==> config.mk <==
export PLATFORM = sky130hd
export DESIGN_NAME = lsu_byte_master_flat
export DESIGN_NICKNAME = d
export VERILOG_FILES = /design/src/rtl/lsu_byte_master_if.sv /design/src/rtl/lsu_byte_master.sv /design/src/flat_wrapper.sv
export SDC_FILE = /design/constraint.sdc
export NUM_CORES = 1
export LEC_CHECK = 0
export CORE_ASPECT_RATIO = 1.2
export CORE_MARGIN = 2
export CORE_UTILIZATION = 43
export CTS_CLUSTER_SIZE = 10
export DETAILED_ROUTE_END_ITERATION = 7
export GPL_TIMING_DRIVEN = 1
export PLACE_DENSITY_LB_ADDON = 0.15
export SYNTH_ARGS = -nofsm -noshare
export SYNTH_HDL_FRONTEND = slang
export SYNTH_SLANG_ARGS = --single-unit
==> constraint.sdc <==
create_clock -name clk -period 4 [get_ports clk]
set_clock_uncertainty 0.15 [all_clocks]
set_input_delay 0.6 -clock clk [delete_from_list [all_inputs] [get_ports clk]]
set_output_delay 0.6 -clock clk [all_outputs]
set_load 0.1 [all_outputs]
==> src/rtl/lsu_byte_master_if.sv <==
// rtl/lsu_byte_master_if.sv - request, response and byte-memory bundle for the load/store initiator
interface lsu_byte_master_if #(
  parameter int ADDR_W = 7
);
  logic              req_valid;
  logic              req_ready;
  logic              req_we;
  logic [2:0]        req_funct3;
  logic [ADDR_W-1:0] req_addr;
  logic [31:0]       req_wdata;
  logic              rsp_valid;
  logic              rsp_err;
  logic [31:0]       rsp_rdata;
  logic              mem_en;
  logic              mem_we;
  logic [ADDR_W-1:0] mem_addr;
  logic [7:0]        mem_wdata;
  logic [7:0]        mem_rdata;

  modport master (
    input  req_valid, req_we, req_funct3, req_addr, req_wdata, mem_rdata,
    output req_ready, rsp_valid, rsp_err, rsp_rdata, mem_en, mem_we, mem_addr, mem_wdata
  );

  modport slave (
    output req_valid, req_we, req_funct3, req_addr, req_wdata, mem_rdata,
    input  req_ready, rsp_valid, rsp_err, rsp_rdata, mem_en, mem_we, mem_addr, mem_wdata
  );
endinterface

==> src/rtl/lsu_byte_master.sv <==
// rtl/lsu_byte_master.sv - load/store initiator serialising RISC-V LB/LH/LW/LBU/LHU/SB/SH/SW into byte accesses
module lsu_byte_master #(
  parameter int ADDR_W        = 7,
  parameter bit MISALIGN_TRAP = 1'b1
) (
  input logic               clk,
  input logic               rstn,
  lsu_byte_master_if.master bus
);
  typedef enum logic [1:0] {S_IDLE, S_XFER, S_RESP, S_ERR} state_t;

  state_t            state_q, state_d;
  logic [1:0]        k_q, k_d;
  logic              we_q, we_d;
  logic [2:0]        f3_q, f3_d;
  logic [ADDR_W-1:0] base_q, base_d;
  logic [31:0]       wdata_q, wdata_d;
  logic [31:0]       buf_q, buf_d;
  logic              req_ready_q, req_ready_d;
  logic              rsp_valid_q, rsp_valid_d;
  logic              rsp_err_q, rsp_err_d;
  logic [31:0]       rsp_rdata_q, rsp_rdata_d;
  logic              mem_en_q, mem_en_d;
  logic              mem_we_q, mem_we_d;
  logic [ADDR_W-1:0] mem_addr_q, mem_addr_d;
  logic [7:0]        mem_wdata_q, mem_wdata_d;

  logic              req_legal;
  logic              req_misal;
  logic [31:0]       buf_nxt;
  logic [1:0]        k_inc;
  logic [ADDR_W-1:0] addr_nxt;

  function automatic logic [1:0] last_k(input logic [2:0] f3);
    case (f3[1:0])
      2'b00:   last_k = 2'd0;
      2'b01:   last_k = 2'd1;
      default: last_k = 2'd3;
    endcase
  endfunction

  function automatic logic [31:0] extend(input logic we, input logic [2:0] f3, input logic [31:0] b);
    if (we) begin
      extend = 32'd0;
    end else begin
      case (f3)
        3'b000:  extend = {{24{b[7]}}, b[7:0]};
        3'b100:  extend = {24'd0, b[7:0]};
        3'b001:  extend = {{16{b[15]}}, b[15:0]};
        3'b101:  extend = {16'd0, b[15:0]};
        default: extend = b;
      endcase
    end
  endfunction

  always_comb begin
    state_d     = state_q;
    k_d         = k_q;
    we_d        = we_q;
    f3_d        = f3_q;
    base_d      = base_q;
    wdata_d     = wdata_q;
    buf_d       = buf_q;
    req_ready_d = 1'b0;
    rsp_valid_d = 1'b0;
    rsp_err_d   = rsp_err_q;
    rsp_rdata_d = rsp_rdata_q;
    mem_en_d    = 1'b0;
    mem_we_d    = 1'b0;
    mem_addr_d  = '0;
    mem_wdata_d = 8'd0;

    req_legal = bus.req_we ? (bus.req_funct3 inside {3'b000, 3'b001, 3'b010})
                           : (bus.req_funct3 inside {3'b000, 3'b001, 3'b010, 3'b100, 3'b101});
    req_misal = ((bus.req_funct3[1:0] == 2'b01) && bus.req_addr[0]) ||
                ((bus.req_funct3[1:0] == 2'b10) && (bus.req_addr[1:0] != 2'b00));

    // mem_rdata answers the address registered for this cycle, so byte k lands here
    buf_nxt = buf_q;
    if (!we_q) buf_nxt[{k_q, 3'b000} +: 8] = bus.mem_rdata;
    k_inc    = k_q + 2'd1;
    addr_nxt = base_q + ADDR_W'(k_inc);

    case (state_q)
      S_IDLE: begin
        if (bus.req_valid) begin
          we_d    = bus.req_we;
          f3_d    = bus.req_funct3;
          base_d  = bus.req_addr;
          wdata_d = bus.req_wdata;
          k_d     = 2'd0;
          buf_d   = 32'd0;
          if (!req_legal || (MISALIGN_TRAP && req_misal)) begin
            state_d     = S_ERR;
            rsp_valid_d = 1'b1;
            rsp_err_d   = 1'b1;
            rsp_rdata_d = 32'd0;
          end else begin
            state_d     = S_XFER;
            mem_en_d    = 1'b1;
            mem_we_d    = bus.req_we;
            mem_addr_d  = bus.req_addr;
            mem_wdata_d = bus.req_wdata[7:0];
          end
        end else begin
          req_ready_d = 1'b1;
        end
      end
      S_XFER: begin
        buf_d = buf_nxt;
        if (k_q == last_k(f3_q)) begin
          state_d     = S_RESP;
          rsp_valid_d = 1'b1;
          rsp_err_d   = 1'b0;
          rsp_rdata_d = extend(we_q, f3_q, buf_nxt);
        end else begin
          k_d         = k_inc;
          mem_en_d    = 1'b1;
          mem_we_d    = we_q;
          mem_addr_d  = addr_nxt;
          mem_wdata_d = wdata_q[{k_inc, 3'b000} +: 8];
        end
      end
      default: begin
        state_d     = S_IDLE;
        req_ready_d = 1'b1;
      end
    endcase
  end

  always_ff @(posedge clk or negedge rstn) begin
    if (!rstn) begin
      state_q     <= S_IDLE;
      k_q         <= 2'd0;
      we_q        <= 1'b0;
      f3_q        <= 3'd0;
      base_q      <= '0;
      wdata_q     <= 32'd0;
      buf_q       <= 32'd0;
      req_ready_q <= 1'b1;
      rsp_valid_q <= 1'b0;
      rsp_err_q   <= 1'b0;
      rsp_rdata_q <= 32'd0;
      mem_en_q    <= 1'b0;
      mem_we_q    <= 1'b0;
      mem_addr_q  <= '0;
      mem_wdata_q <= 8'd0;
    end else begin
      state_q     <= state_d;
      k_q         <= k_d;
      we_q        <= we_d;
      f3_q        <= f3_d;
      base_q      <= base_d;
      wdata_q     <= wdata_d;
      buf_q       <= buf_d;
      req_ready_q <= req_ready_d;
      rsp_valid_q <= rsp_valid_d;
      rsp_err_q   <= rsp_err_d;
      rsp_rdata_q <= rsp_rdata_d;
      mem_en_q    <= mem_en_d;
      mem_we_q    <= mem_we_d;
      mem_addr_q  <= mem_addr_d;
      mem_wdata_q <= mem_wdata_d;
    end
  end

  assign bus.req_ready = req_ready_q;
  assign bus.rsp_valid = rsp_valid_q;
  assign bus.rsp_err   = rsp_err_q;
  assign bus.rsp_rdata = rsp_rdata_q;
  assign bus.mem_en    = mem_en_q;
  assign bus.mem_we    = mem_we_q;
  assign bus.mem_addr  = mem_addr_q;
  assign bus.mem_wdata = mem_wdata_q;
endmodule

==> src/flat_wrapper.sv <==
// flat-port wrapper written by rule: the top's interface ports become plain ports
module lsu_byte_master_flat 
#(
  parameter int ADDR_W        = 7,
  parameter bit MISALIGN_TRAP = 1'b1
)
  (clk, rstn, bus_req_valid, bus_req_we, bus_req_funct3, bus_req_addr, bus_req_wdata, bus_mem_rdata, bus_req_ready, bus_rsp_valid, bus_rsp_err, bus_rsp_rdata, bus_mem_en, bus_mem_we, bus_mem_addr, bus_mem_wdata);
  lsu_byte_master_if #(.ADDR_W(ADDR_W)) bus_i ();
  input logic clk;
  input logic rstn;
  input wire logic [$bits(bus_i.req_valid)-1:0] bus_req_valid;
  input wire logic [$bits(bus_i.req_we)-1:0] bus_req_we;
  input wire logic [$bits(bus_i.req_funct3)-1:0] bus_req_funct3;
  input wire logic [$bits(bus_i.req_addr)-1:0] bus_req_addr;
  input wire logic [$bits(bus_i.req_wdata)-1:0] bus_req_wdata;
  input wire logic [$bits(bus_i.mem_rdata)-1:0] bus_mem_rdata;
  output wire logic [$bits(bus_i.req_ready)-1:0] bus_req_ready;
  output wire logic [$bits(bus_i.rsp_valid)-1:0] bus_rsp_valid;
  output wire logic [$bits(bus_i.rsp_err)-1:0] bus_rsp_err;
  output wire logic [$bits(bus_i.rsp_rdata)-1:0] bus_rsp_rdata;
  output wire logic [$bits(bus_i.mem_en)-1:0] bus_mem_en;
  output wire logic [$bits(bus_i.mem_we)-1:0] bus_mem_we;
  output wire logic [$bits(bus_i.mem_addr)-1:0] bus_mem_addr;
  output wire logic [$bits(bus_i.mem_wdata)-1:0] bus_mem_wdata;
  assign bus_i.req_valid = bus_req_valid;
  assign bus_i.req_we = bus_req_we;
  assign bus_i.req_funct3 = bus_req_funct3;
  assign bus_i.req_addr = bus_req_addr;
  assign bus_i.req_wdata = bus_req_wdata;
  assign bus_i.mem_rdata = bus_mem_rdata;
  assign bus_req_ready = bus_i.req_ready;
  assign bus_rsp_valid = bus_i.rsp_valid;
  assign bus_rsp_err = bus_i.rsp_err;
  assign bus_rsp_rdata = bus_i.rsp_rdata;
  assign bus_mem_en = bus_i.mem_en;
  assign bus_mem_we = bus_i.mem_we;
  assign bus_mem_addr = bus_i.mem_addr;
  assign bus_mem_wdata = bus_i.mem_wdata;
  lsu_byte_master #(.ADDR_W(ADDR_W), .MISALIGN_TRAP(MISALIGN_TRAP)) u_core (.clk(clk), .rstn(rstn), .bus(bus_i));
endmodule
# [Yosys cells after proc, flatten, opt, wreduce, memory -nomap -nowiden]
# Cells that the tools add are included.
[word_totals] register_bits=131 inputBits=54 out_inout_bits=52 word_cells=101
[op_classes] addsub=3 eq_ne=16 n_shift=3 n_mux=46 reduce_logical=18
[ops] cell="$mux W32" n=6
[ops] cell="$pmux W32 S2" n=2
[ops] cell="$pmux W32 S4" n=1
[ops] cell="$bwmux W32" n=1
[ops] cell="$shift A8 B7 Y32 const A" n=1
[ops] cell="$shiftx A32 B6 Y8" n=1
[ops] cell="$shiftx A8 B7 Y32" n=1
[ops] cell="$mux W8" n=3
[ops] cell="$mux W7" n=3
[ops] cell="$pmux W8 S2" n=1
[ops] cell="$mux W1" n=14
[ops] cell="$pmux W7 S2" n=1
[ops] cell="$eq A3 B3 Y1 const B" n=4
[ops] cell="$mux W2" n=6
[ops] cell="$pmux W2 S2" n=3
[ops] cell="$pmux W1 S2" n=5
[ops] cell="$add A7 B2 Y7" n=1
[ops] cell="$neg A5 Y7" n=1
[ops] cell="$eq A2 B1 Y1 const B" n=3
[ops] cell="$eq A3 B1 Y1 const B" n=2
[ops] cell="$logic_not A3 Y1" n=2
[ops] cell="$reduce_and A2 Y1" n=3
[ops] cell="$reduce_bool A5 Y1" n=1
[ops] cell="$logic_not A2 Y1" n=2
[ops] cell="13 further kinds" n=18

# [Longest topological paths before layout]
# Gate-level depths: netlist (run 1).
[logic_depth] depth_word=8 depth_mapped=10 ltp_nobuf=7

# [Least setup slack after synthesis (run 1)]
# No wires, ideal clock.
[synth_path] kind="flip-flop to flip-flop" startpoint="register u_core.k_q[0]" endpoint="register u_core.rsp_rdata_q[21] (netlist: u_core.bus.rsp_rdata[21])" t_arrival_ns=2.407 required_time_ns=3.727 setup_slack_ns=1.320 stages_incl_launch_ff=11 period_less_slack_ns=2.680 cell_sequence="dfrtp_1 buf_6 buf_2 inv_1 ha_1 and2_1 clkbuf_2 a32oi_2 o211ai_4 buf_6 a32o_1"
[synth_between] elab_chain_cells=8 elab_cells_between_ends=12
[synth_rtl] element="from (decl)" line="lsu_byte_master.sv:13" source="logic [1:0] k_q, k_d;"
[synth_rtl] element="from (signal assigned)" line="lsu_byte_master.sv:150" source="k_q <= k_d;"
[synth_rtl] element="$neg A5 Y7" line="lsu_byte_master.sv:80" source="if (!we_q) buf_nxt[{k_q, 3'b000} +: 8] = bus.mem_rdata;"
[synth_rtl] element="$shiftx A8 B7 Y32 or $shift A8 B7 Y32 (tied branches)" line="lsu_byte_master.sv:80"
[synth_rtl] element="$bwmux W32" line="lsu_byte_master.sv:80"
[synth_rtl] element="$mux W32" line="lsu_byte_master.sv:80"
[synth_rtl] element="$pmux W32 S4" line="lsu_byte_master.sv:46" source="case (f3)"
[synth_rtl] element="$mux W32" line="lsu_byte_master.sv:43" source="if (we) begin"
[synth_rtl] element="$mux W32" line="lsu_byte_master.sv:111" source="if (k_q == last_k(f3_q)) begin"
[synth_rtl] element="$pmux W32 S2" line="lsu_byte_master.sv:84" source="case (state_q)"
[synth_rtl] element="to (signal assigned)" line="lsu_byte_master.sv:159" source="rsp_rdata_q <= rsp_rdata_d;"
[synth_rtl] element="to (decl)" line="lsu_byte_master.sv:22" source="logic [31:0] rsp_rdata_q, rsp_rdata_d;"
# Several ways; a longest one is shown, not always the timed one. The select of a mux whose other input is x is not followed.
# A chain may end at the register's enable or synchronous reset.

# [Worst setup path after layout (run 1)]
[layout_path] startpoint="register u_core.k_q[1]" endpoint="register u_core.rsp_rdata_q[25] (netlist: u_core.bus.rsp_rdata[25])"
# The elaborated chain is that of the path after synthesis.

==> implementation parameters, run 1 <==
Parameter                              Value

Run status
  Outcome ... finished clean

Die
  Full die area ... 14400 um^2
  Area inside the core boundary ... 13200 um^2
  Floorplan row count ... 46
  Overall die width ... 110 um
  Count of boundary I/O pins ... 106
  Die H ... 131 um
  Initial Util ... 43.7%

Critical path
  Worst path top cell family by delay ... compound AO/OA/AOI/OAI gates
  Slowest stage cell, crit path ... ha_1
  Crit path capture type ... register
  Required @ worst endpoint ... 4.19 ns
  Critical path start-end classification ... reg -> reg
  Maximum single-stage delay on the critical path ... 0.77 ns
  Reg-to-reg slack, setup ... 1.13 ns
  Worst path cell trace ... inv_1 -> ha_1 -> and2_1 -> a32oi_2 -> o211ai_4 -> a32o_1
  WP buf/inv ... 1
  Worst r2r src ... u_core.k_q[1]
  Worst-path maximum fanout ... 16
  Startpoint kind of the worst setup timing path ... register
  Worst flop-to-flop path endpoint ... u_core.bus.rsp_rdata[25]
  Crit path arrival time ... 3.06 ns
  Worst Reg-to-Reg Cells ... 6

Yosys
  Most repeated cell in the gate-level netlist after synthesis ... dfrtp_1
  Largest cells by area after synthesis ... dfrtp_1 56%, mux2_2 8.2%, a22o_1 6.1%
  Warnings, synthesis ... 0
  Library cell occupying the most area in the post-synthesis netlist ... dfrtp_1
  Prevailing post-synth register cell ... dfrtp_1
  Synthesized area ... 5770 um^2
  Synthesized net count ... 484
  Flop and latch count out of synthesis ... 131
  Distinct cells, synth ... 51
  Sequential share of the synthesized area ... 56.9%
  Number of flops mapped to enable cells by yosys ... 0
  Post-synth top area share ... 56.4%
  Post-Syn Instances ... 422
  Synth async-reset ratio ... 100%
  Synth cell count leaders ... 130 x dfrtp_1, 42 x mux2_2, 40 x a22o_1
  Avg Synthesized Cell Area ... 13.7 um^2

Timing
  Final count of hold timing violations ... 0
  Fin crit period ... 2.87 ns
  RSZ-0062 raised after global routing ... false
  Worst slew margin ... 34.3%
  Final setup viols ... 0
  Aggregate negative setup slack ... 0 ns
  Max Slew Vio Count ... 0
  Maximum clock frequency ... 0.349 GHz
  Final cycle utilization of the critical path ... 71.7%
  Least-Margin Pin Slew ... 0.983 ns

Drt
  Number of DRC markers in iteration 0 ... 199
  Number of antenna-violating nets in the routed design ... 0
  Final Routed Wirelength ... 13.2 mm
  Routed wirelength normalized by instance count ... 18.7 um
  Total number of vias ... 4015
  DRC violation count after routing ... 0
  Drt via density ... 5.72
  Iteration count of the initial detailed-routing pass ... 4

GRT
  First-pass GRT wire length ... 21.4 mm
  Largest net degree at the start of global routing ... 71
  Via count of the first global-routing pass ... 4208
  Global-route usage over all layers ... 19.6%
  GR Overflow Total ... 0
  Antenna violations before repair ... 0

Clock tree
  Clock-pin slew of the registers on the worst-case setup and hold paths ... 0.06 ns
  Hold buffer count at cts ... 0
  Sinks on the clock net ... 131
  Total clock buffers created by CTS ... 17
  Post-CTS repair timing setup buffer count ... 0
  Deepest level of the CTS H-tree ... 4
  CTS tree ... done
  Post-cts resize count ... 0
  Later-pin clock latency in the skew report ... 0.41 ns
  Clk Tree Root Cell ... clkbuf_16
  Maximum buffer depth of the clock tree ... 2

Power and ir drop
  Design Power ... 6.55 mW
  Switching portion of total power ... 40.8%
  Sequential group share of total power ... 30.8%
  Net load switching power ... 2.67 mW
  Internal power consumption ... 3.88 mW
  Clock share of power ... 24.0%
  Maximum VDD drop ... 0.351 mV
  Static power due to leakage ... 3.19 nW
  Pwr dens ... 870 nW/um^2
  Comb pwr share ... 45.2%

Flow run
  Max capacitance violation total ... 0

Finish
  Fraction of final layout cells sized beyond drive strength 1 ... 18.9%
  Number of diodes added for antenna fixing ... 0
  Final net count ... 583
  Layout-stage area growth over the synthesis result ... 30.6%

Place
  Final weighted congestion in routability-driven placement ... 0.823
  Final HPWL DP ... 9.18 mm
  Port buffer count ... 105

Min path
  Hold crit path type ... in -> async
-- flip-flops by register name (all words and copies together) (netlist names) --
name                  cells
u_core.bus.mem_en         1
u_core.state_q            2
u_core.wdata_q           32
u_core.buf_q             32
u_core.bus.req_ready      1
u_core.bus.mem_wdata      8
u_core.f3_q               3
u_core.bus.mem_addr       7
u_core.base_q             7
u_core.we_q               1
u_core.bus.mem_we         1
u_core.k_q                2
u_core.bus.rsp_rdata     32
u_core.bus.rsp_valid      1
u_core.bus.rsp_err        1
-- worst register-to-register path, cell delays in order, from the launching register on --
cell and delay (ns):
dfrtp_1 0.42, inv_1 0.12, ha_1 0.77, and2_1 0.41, a32oi_2 0.20, o211ai_4 0.48
a32o_1 0.25
-- through the flow --
step,std cells,util [%],hold slack [ns],instance area [um^2],setup slack (ns)
2_1_floorplan,422,-,0.154,5770,1.32
3_3_place_gp,670,52.6,0.313,6930,1.09
4_1_cts,702,57.1,0.146,7530,1.09
3_5_place_dp,670,52.6,0.322,6930,1.06
6_report,702,57.1,0.119,7530,1.13
5_1_grt,702,57.1,0.188,7530,0.880
-- cell families after synthesis --
kind of cell,Yosys count,synth area share [%]
compound gates,137,20.1
mux,50,11.3
buf+inv,38,3.58
xor+xnor,6,0.911
simple gates,52,5.34
flops,131,56.9
fa+ha+maj,8,1.87
-- how the worst max path moves through the flow --
stage / cells past startpoint / start / slack (ns) / to
after detailed placement: 6 / bus_req_addr[0] / 1.06 / u_core.bus.rsp_rdata[10]
after CTS: 6 / u_core.k_q[1] / 1.09 / u_core.bus.rsp_rdata[21]
final: 6 / u_core.k_q[1] / 1.13 / u_core.bus.rsp_rdata[25]
after global routing: 6 / u_core.k_q[1] / 0.88 / u_core.buf_q[22]
after floorplan: 10 / u_core.k_q[0] / 1.32 / u_core.bus.rsp_rdata[21]
after global placement: 6 / bus_req_addr[0] / 1.09 / u_core.bus.rsp_rdata[10]
-- power groups by stage --
stage          clock (mW)  sequential (mW)  combinational [mW]
6_report             1.57             2.02                2.96
5_1_grt              1.67             2.08                3.17
4_1_cts              1.60             2.02                3.00
3_5_place_dp            0             2.04                3.00
3_3_place_gp            0             2.02                2.95
2_1_floorplan           0             2.76                1.59
-- layout by cell type, fill, tap and decap left out, types with 17 or more instances in the layout --
cell type and count:
a221o_1 17, a22o_1 40, a32o_1 17, clkbuf_16 17, clkdlybuf4s50_1 104, dfrtp_1 130, mux2_2 42, nand2_1 19
o21ai_0 17
-- per-layer routing --
metal	track usage, %	part of all wire [%]	up-vias
met3	4.61	5.9	25
met1	24.4	43	2013
met4	9.01	2.4	0
li1	-	-	1848
met5	0	0	-
met2	32.4	49	129
-- area by class of cell --
class                   instances  area [um^2]
clock buffers                  22          474
clock inverters                10          130
fillers                      1122         5650
inverters                       5         18.8
multi-input cells             253         2280
flip-flops and latches        131         3280
well taps                     168          210
repair buffers                113         1130
Power figures use the tool's default switching activity.
==> run 2: changes to the inputs <==
==> constraint.sdc (replaced) <==
create_clock -name clk -period 2.7 [get_ports clk]
set_clock_uncertainty 0.15 [all_clocks]
set_input_delay 0.405 -clock clk [delete_from_list [all_inputs] [get_ports clk]]
set_output_delay 0.405 -clock clk [all_outputs]
set_load 0.1 [all_outputs]
==> run 2 against run 1 <==
Effect of this change: combinational power is 49% higher; global-route usage grew 0.59 points; non-clock buffer count is 11 higher; register-to-register slack got worse by 0.79 ns; final cell count rose by 1.6%; critical path type unchanged; largest cell class unchanged; largest power group unchanged; highest routed layer unchanged.
==> implementation parameters, run 2 (synthesis gave the netlist of run 1 again) <==
Parameter                              Value

GRT
  First-pass GRT wire length ... 22.0 mm (+2.7%)
  Largest net degree at the start of global routing ... 49 (-31%)
  Antenna violations before repair ... 0 (unchanged)
  Via count of the first global-routing pass ... 4169 (-0.93%)
  GR Overflow Total ... 0 (unchanged)
  Global-route usage over all layers ... 20.2% (+0.59 points)

Finish
  Number of diodes added for antenna fixing ... 0 (unchanged)
  Leading cell types in the layout, fill and taps excluded ... 130 x dfrtp_1, 69 x buf_4, 52 x clkdlybuf4s50_1
  Non-filler cells in the finished layout ... 713 (+1.6%)
  Fin area ... 7570 um^2 (+0.47%)
  Fill cell total of the finished layout ... 1092 (-2.7%)
  Multi-input logic area ... 2280 um^2 (unchanged)
  Sequential cell area in the final layout ... 3280 um^2 (unchanged)
  Layout-stage area growth over the synthesis result ... 31.2%
  Final net count ... 594 (+1.9%)
  Most common cell after layout, fill and taps aside ... dfrtp_1
  Fraction of final layout cells sized beyond drive strength 1 ... 30.1% (+11 points)

Critical path
  Worst setup path endpoint ... u_core.buf_q[28]
  Worst path top cell family by delay ... simple AND/OR/NAND/NOR gates
  Maximum single-stage delay on the critical path ... 0.43 ns (-0.34 ns)
  Worst path cell trace ... inv_1 -> ha_1 -> nor3b_4 -> and3b_1 -> and2_1 -> a22o_1
  Startpoint kind of the worst setup timing path ... register
  Crit path capture type ... register
  Crit. Startpoint ... u_core.k_q[1]
  Worst Reg-to-Reg Cells ... 6 (unchanged)
  Logic depth of the worst setup path including buffers ... 6 (unchanged)
  Worst r2r src ... u_core.k_q[1]
  Reg-to-reg slack, setup ... 0.34 ns (-0.79 ns)
  Worst flop-to-flop path endpoint ... u_core.buf_q[28]
  Required @ worst endpoint ... 2.90 ns (-1.29 ns)
  Crit path arrival time ... 2.56 ns (-0.50 ns)
  Slowest stage cell, crit path ... and3b_1
  WP buf/inv ... 1 (unchanged)
  Worst-path maximum fanout ... 9 (-7)
  Critical path start-end classification ... reg -> reg

Clock tree
  Later-pin clock latency in the skew report ... 0.41 ns (about the same)
  Maximum buffer depth of the clock tree ... 2 (unchanged)
  CTS tree ... done
  Deepest level of the CTS H-tree ... 4 (unchanged)
  Total clock buffers created by CTS ... 17 (unchanged)
  Clk Tree Root Cell ... clkbuf_16
  Sinks on the clock net ... 131 (unchanged)
  Clock-pin slew of the registers on the worst-case setup and hold paths ... 0.06 ns (about the same)

Power and ir drop
  Clock share of power ... 26.3% (+2.3 points)
  Maximum VDD drop ... 0.524 mV (+49%)
  Static power due to leakage ... 3.36 nW (+5.3%)
  Sequential group share of total power ... 29.7% (-1.1 points)
  Switching portion of total power ... 40.1% (-0.74 points)
  Comb pwr share ... 44.0% (-1.2 points)
  Internal power consumption ... 6.01 mW (+55%)
  Net load switching power ... 4.02 mW (+50%)
  Pwr dens ... 1330 nW/um^2 (+52%)

Die
  Area inside the core boundary ... 13200 um^2 (unchanged)
  Overall die width ... 110 um (unchanged)
  Die H ... 131 um (unchanged)
  Full die area ... 14400 um^2 (unchanged)
  Initial Util ... 43.7% (unchanged)
  Count of boundary I/O pins ... 106 (unchanged)
  Floorplan row count ... 46 (unchanged)

Timing
  Max Slew Vio Count ... 0 (unchanged)
  Aggregate negative setup slack ... 0 ns (unchanged)
  Final cycle utilization of the critical path ... 87.4% (+16 points)
  Fin crit period ... 2.36 ns (-0.509 ns)
  Worst slew margin ... 56.8% (+23 points)
  Final count of hold timing violations ... 0 (unchanged)
  Final setup viols ... 0 (unchanged)
  Least-Margin Pin Slew ... 0.647 ns (-0.336 ns)
  WHS ... 0.332 ns (+0.212 ns)
  Maximum clock frequency ... 0.424 GHz (+22%)
  Smallest setup slack after layout ... 0.340 ns (-0.791 ns)
  RSZ-0062 raised after global routing ... false

Drt
  Total number of vias ... 4072 (+1.4%)
  Number of antenna-violating nets in the routed design ... 0 (unchanged)
  Final Routed Wirelength ... 13.3 mm (+1.2%)
  Routed wirelength normalized by instance count ... 18.7 um (-0.36%)
  DRC violation count after routing ... 0 (unchanged)
  Iteration count of the initial detailed-routing pass ... 4 (unchanged)
  Drt via density ... 5.71 (-0.15%)
  Number of DRC markers in iteration 0 ... 226 (+14%)

Flow run
  Max capacitance violation total ... 0 (unchanged)

Place
  Port buffer count ... 105 (unchanged)
  Pre-CTS setup slack ... 0.305 ns (-0.756 ns)
  Cell total after placement ... 680 (+1.5%)
  Final weighted congestion in routability-driven placement ... 0.835 (+1.4%)
  Area of placed instances ... 6870 um^2 (-0.79%)
  Final HPWL DP ... 9.41 mm (+2.4%)

Run status
  Outcome ... finished clean

Min path
  Hold crit path type ... reg -> reg
## run 2: power groups by stage
stage / clock network [mW] / logic, mW / registers, mW
after global routing: 2.79 / 4.75 / 3.07
final: 2.64 / 4.41 / 2.98
after detailed placement: 0 / 4.45 / 3.02
after global placement: 0 / 4.38 / 2.99
after CTS: 2.69 / 4.45 / 2.99
after floorplan: 0 / 2.35 / 4.09
## run 2: worst reg2reg max path: cells and delay by family, from the launching register on
family	cells	cell delay, ns
and+or+nand+nor	3	1.18
buffers and inverters	1	0.11
adders and majority gates	1	0.24
AOI/OAI and AO/OA	1	0.20
DFF	1	0.42
## run 2: worst min path at each step
stage | from | to | cells past startpoint
finish | u_core.buf_q[6] | u_core.buf_q[6] | 2
floorplan | rstn | u_core.base_q[0] | 0
CTS | u_core.buf_q[6] | u_core.buf_q[6] | 2
global placement | rstn | u_core.buf_q[25] | 1
detailed placement | rstn | u_core.bus.rsp_rdata[26] | 1
global route | u_core.bus.rsp_rdata[4] | u_core.bus.rsp_rdata[4] | 1
## run 2: layout make-up
| class | instances | share of cell area (%) |
|---|---|---|
| clock buffers | 20 | 6.04 |
| repair buffers | 124 | 14.4 |
| multi-input cells | 253 | 30.2 |
| clock inverters | 12 | 3.01 |
| flip-flops and latches | 131 | 43.3 |
| inverters | 5 | 0.248 |
| well taps | 168 | 2.78 |
## run 2: metal layers
metal	track usage (%)	part of all wire, %	vias up
met5	0	0	-
met4	7.52	2.0	0
met3	6.25	6.6	21
met2	33.0	49	123
met1	25.2	42	2067
li1	-	-	1861
## run 2: repair_timing
item / 4_1_cts / 5_1_grt
hold buffers: 1 / 0
gates resized for setup: 0 / 0
setup buffers: 0 / 0
endpoints found under the hold margin: 45 / 0
## run 2: per-stage QoR
| stage | power [mW] | util (%) |
|---|---|---|
| 3_5_place_dp | 7.47 | 52.1 |
| 6_report | 10.0 | 57.4 |
| 5_1_grt | 10.6 | 57.4 |
| 4_1_cts | 10.1 | 57.4 |
| 2_1_floorplan | 6.44 | - |
| 3_3_place_gp | 7.36 | 52.1 |
